===== config.mk =====
export PLATFORM = sky130hd
export DESIGN_NAME = register_file
export DESIGN_NICKNAME = d
export VERILOG_FILES = /design/src/rtl/register_file.sv
export SDC_FILE = /design/constraint.sdc
export NUM_CORES = 2
export LEC_CHECK = 0
export BUFFER_PORTS_ARGS = -buffer_cell sky130_fd_sc_hd__buf_2
export CAP_MARGIN = 20
export CORE_MARGIN = 1
export CORE_UTILIZATION = 50
export CTS_BUF_LIST = sky130_fd_sc_hd__clkbuf_8
export DETAILED_ROUTE_END_ITERATION = 10
export PLACE_DENSITY = 0.62
export SETUP_SLACK_MARGIN = 0.05
export SYNTH_ARGS = -nofsm -noshare
export SYNTH_HDL_FRONTEND = slang
export SYNTH_SLANG_ARGS = --single-unit

===== constraint.sdc =====
create_clock -name Clk -period 47.4 [get_ports Clk]
set_input_delay 9.48 -clock Clk [delete_from_list [all_inputs] [get_ports Clk]]
set_output_delay 9.48 -clock Clk [all_outputs]
set_load 0.02 [all_outputs]

===== src/rtl/register_file.sv =====
// 32-entry register file: two combinational read ports with write-through bypass,
// one gated write port, hard-wired zero register, asynchronous active-high reset.
module register_file #(
  parameter int WIDTH = 32,
  parameter int ADDR  = 5
) (
  input  logic             Clk,
  input  logic             Reset,
  input  logic             WriteEnable,
  input  logic [ADDR-1:0]  WriteReg,
  input  logic [WIDTH-1:0] WriteData,
  input  logic [ADDR-1:0]  ReadReg1,
  input  logic [ADDR-1:0]  ReadReg2,
  output logic [WIDTH-1:0] ReadData1,
  output logic [WIDTH-1:0] ReadData2
);

  localparam int NREG = 2 ** ADDR;

  logic [WIDTH-1:0] regs_q [NREG];
  logic [WIDTH-1:0] regs_d [NREG];
  logic [NREG-1:0]  wr_dec_s;
  logic             byp1_s;
  logic             byp2_s;
  logic [WIDTH-1:0] rd1_s;
  logic [WIDTH-1:0] rd2_s;

  // One-hot write decoder, gated by the write strobe.
  always_comb begin
    wr_dec_s = {NREG{1'b0}};
    if (WriteEnable) begin
      wr_dec_s[WriteReg] = 1'b1;
    end else begin
      wr_dec_s = {NREG{1'b0}};
    end
  end

  // Next-state: selected register loads, register 0 is pinned to zero.
  always_comb begin
    for (int i = 0; i < NREG; i++) begin
      if (i == 0) begin
        regs_d[i] = {WIDTH{1'b0}};
      end else if (wr_dec_s[i]) begin
        regs_d[i] = WriteData;
      end else begin
        regs_d[i] = regs_q[i];
      end
    end
  end

  // Storage with asynchronous clear.
  always_ff @(posedge Clk or posedge Reset) begin
    if (Reset) begin
      for (int i = 0; i < NREG; i++) begin
        regs_q[i] <= {WIDTH{1'b0}};
      end
    end else begin
      regs_q <= regs_d;
    end
  end

  // Bypass stays live during reset so an in-flight write is visible before the edge.
  assign byp1_s = WriteEnable && (WriteReg != {ADDR{1'b0}}) && (WriteReg == ReadReg1);
  assign byp2_s = WriteEnable && (WriteReg != {ADDR{1'b0}}) && (WriteReg == ReadReg2);

  // Read port 1 selection.
  always_comb begin
    if (byp1_s) begin
      rd1_s = WriteData;
    end else begin
      rd1_s = regs_q[ReadReg1];
    end
  end

  // Read port 2 selection.
  always_comb begin
    if (byp2_s) begin
      rd2_s = WriteData;
    end else begin
      rd2_s = regs_q[ReadReg2];
    end
  end

  assign ReadData1 = rd1_s;
  assign ReadData2 = rd2_s;

endmodule


==> results.md <==
- Worst setup SP type: input pin
- Ordered cell list for the critical path: buf_8 -> buf_4 -> nor2b_4 -> buf_4 -> a221oi_1 -> nor3_1 -> a31oi_1 -> o31ai_1 -> buf_2
- Count of standard-cell rows: 120
- Count of placed standard cells in the final layout, fillers left out: 5264
- Number of iterations in the first detailed-routing pass: 7
- Skew final: 0 ns
- Area post-placement: between 50000 and 60000 µm²
- Registers with the most flip-flops: regs_q (992)
- Library cells used by synthesis: 41
- HPWL Detailed: between 100000 and 150000 µm
- Root cell of the clock tree: clkbuf_8
- Total Neg Setup Slack: 0 ns
- Sequential cell area: approximately 25000 µm²
- Remaining Overflow, GRT: 0
- Die Height: around 330 µm
- Count of endpoints failing hold in the final timing report: 0
- Routability congestion estimate from global placement: 0.8395
- Upper clock frequency limit: ~43 MHz
- Hold path startpoint: regs_q[826]
- Post-CTS setup repair buffer count: 0
- Mean post-synth cell area: between 10 and 15 µm²
- Average wire per standard cell: about 34 µm
- Remaining number of nets flagged by the antenna check after routing: 0
- Number of synthesized flops with an enable pin: 0
- Hold-critical path endpoint: regs_q[826]
- Reg-to-Reg Start: regs_q[424]
- Post-synthesis sequential element count: a little under 1k
- Clk Latency, worst-skew pair: 0.86 ns
- Largest register by flop count: regs_q
- Worst path slowest cell: o31ai_1
- Classification of the worst-slack hold path: reg -> reg
- Residual DRC count: 0
- Proportion of synthesized chip area in sequential cells: 0.4585
- Total nets after synthesis: between 3k and 4k
- Number of DRC markers after the initial detailed-route iteration: approximately 3.5k
- Delay contributed by the slowest stage of the critical path: 0.94 ns
- Run status: completed
- Unrepaired setup endpoints after global routing: false
- Kind of end point of the critical path: output port
- Critical R2R Capture: regs_q[424]
- Summed instance area of the synthesized netlist: ~54000 µm²
- Initial Util: 0.5050
- Gate Count Post-Synth: 3771
- Ratio of total power to cell area: 41.82 nW/µm²
- Post-CTS Hold Buffers: 0
- Die width: approximately 330 µm
- Leakage Power: 25.58 nW
- Total wire length after detailed routing: approximately 180000 µm
- Count of clock tree sinks: 992
- Largest voltage drop on the vdd net: 0.02769 mV
- Logic depth of the worst register-to-register path: 1
- Critical path fanouts, max: 75
- Total core area: 107200 µm²
- Min cycle time layout: about 23 ns
- Ratio of routed vias to standard cells: a little under 7
- Setup violation total in the final timing report: 0
- Required time at the worst-slack endpoint: ~38 ns
- Met3 track demand over resource: 0.08911
- Slew margin rel.: 0.2270
- R2R Setup Slk: ~47 ns
- Placed cells: about 5k
- I/O pin count: 114
- Setup CP Type: in -> out
- Grt peak-use layer: met2
- Total global routing track utilization: 0.3314
- Largest net degree at the start of global routing: between 150 and 200
- Yosys warning count: 0
- Clock transition time at the flip-flop clock pins of the worst setup and hold paths: around 0.050 ns
- Fin area: about 59000 µm²
- Flip-flop count of the largest register, all copies and words added: 992
- Met1 usage in global routing: 0.4504
- Layout cells sized above 1: 0.5319
- Port buffer count: 113
- Area of the multi-input gates: 27720 µm²
- Global-route wire length before repair: 262900 µm
- Slew at the pin closest to its max-slew limit: roughly 1.2 ns
- Data arrival at the endpoint of the critical path: 13.69 ns
- Routing usage on met2: 0.5053
- Cell repeated most along the worst path: buf_4
- Number of buffers added by the clock tree synthesis step: roughly 170
- Max-Cap Viols: 0
- CTS tree: done
- Fraction of synthesis flops using an asynchronous set or reset pin: 1.000
- H-tree Lvls: 4
- Number of global-route vias before repair: ~38k
- Final cycle utilization of the critical path: 0.4888
- Detailed-route via count: about 36k
- Count of cells resized by post-cts repair: 0
- Antenna violations before repair: 9
- Max Transition Viols Final: 0
- Hold depth: 1
- Final net count: 3783
- Primary FF master, synth: dfrtp_1
- Buffers from clock root to sink, at most: 3
- Fillers: roughly 8.6k
- Die Footprint: between 100000 and 150000 µm²
- Post-Route Hold Slack: roughly 0.52 ns
- Layout-stage area growth over the synthesis result: 9.188%
-- cell type report --
| cell class | instances | area share |
|---|---|---|
| clock buffers | 230 | 0.05355 |
| diodes | 1 | 0.00004233 |
| clock inverters | 70 | 0.005080 |
| well taps | 1403 | 0.02969 |
| flip-flops and latches | 992 | 0.4199 |
| multi-input cells | 2367 | 0.4689 |
| inverters | 2 | 0.0002540 |
| repair buffers | 199 | 0.02256 |
-- stage by stage --
| step | total power [mW] | util | setup slack [ns] |
|---|---|---|---|
| finish | 2.472 | 0.5514 | 24.23 |
| global route | 2.577 | 0.5514 | 24.26 |
| CTS | 2.479 | 0.5509 | 24.15 |
| detailed placement | 1.690 | 0.5186 | 24.15 |
| global placement | 1.652 | 0.5184 | 24.17 |
| floorplan | 1.535 | - | 10.01 |
-- synth_stat cells, drive strengths merged (3+ instances only) --
master     n  area share
a211oi   116       0.016
buf      192       0.018
mux4     424        0.18
nand3b     4     0.00055
mux2    1108        0.23
nor3     123       0.011
clkbuf   218       0.015
nand2b     4     0.00046
a31oi     18      0.0021
a221oi    62       0.010
or2        4     0.00046
a21oi     32      0.0030
nor3b     28      0.0061
o221ai    11      0.0018
o21ai     11      0.0010
nor2     159       0.011
a22oi     14      0.0019
dfrtp    992        0.46
mux2i    101       0.019
o31ai     18      0.0025
o221a      3     0.00062
and3       5     0.00058
nor2b     53      0.0061
nand2     46      0.0032
xor2       6     0.00097
xnor2      4     0.00065
-- report_power, final --
group | switching (mW) | leakage (nW) | internal, mW | total, mW
registers | 0.125 | 12.7 | 1.01 | 1.14
logic | 0.233 | 10.9 | 0.313 | 0.546
clock network | 0.360 | 1.98 | 0.428 | 0.788
-- per-layer routing --
| metal | wire [µm] | part of all wire |
|---|---|---|
| met5 | 111 | 0.00062 |
| met4 | 7110 | 0.040 |
| met3 | 16480 | 0.092 |
| met2 | 82810 | 0.46 |
| met1 | 72650 | 0.41 |
-- how the worst max path moves through the flow --
stage	start	endpoint	slack (ns)	cells past startpoint
6_report	ReadReg2[1]	ReadData2[5]	24.23	9
5_1_grt	ReadReg2[1]	ReadData2[5]	24.26	9
4_1_cts	ReadReg2[0]	ReadData2[5]	24.15	8
3_5_place_dp	ReadReg2[0]	ReadData2[5]	24.15	8
3_3_place_gp	ReadReg2[0]	ReadData2[5]	24.17	8
2_1_floorplan	Reset	regs_q[0]	10.01	1
-- critical path, delay by kind of cell --
family | cells | cell delay, ns
buffers and inverters | 4 | 2.17
AO/OA/AOI/OAI | 3 | 1.17
AND/OR/NAND/NOR | 2 | 0.82
-- placed cells by master (no fill, tap or decap), types with 8 or more instances in the layout --
master / count
a211oi_1: 116
a21oi_1: 32
a221oi_1: 62
a22oi_1: 14
a31oi_1: 18
buf_2: 105
buf_4: 84
clkbuf_8: 232
clkinv_2: 8
dfrtp_1: 992
inv_1: 55
mux2_2: 1108
mux2i_1: 101
mux4_2: 424
nand2_1: 31
nand2_2: 11
nor2_1: 143
nor2_4: 16
nor2b_1: 46
nor3_1: 122
nor3b_2: 24
o21ai_0: 11
o221ai_1: 11
o31ai_1: 18
-- logic make-up after synthesis --
kind of cell           after synthesis  share of synthesized area
XOR/XNOR                            10                   0.001618
buffers and inverters              412                    0.03367
AND/OR/NAND/NOR                    436                    0.04125
flip-flops                         992                     0.4585
multiplexers                      1633                     0.4255
AO/OA/AOI/OAI                      288                    0.03947
Power figures use the tool's default switching activity.
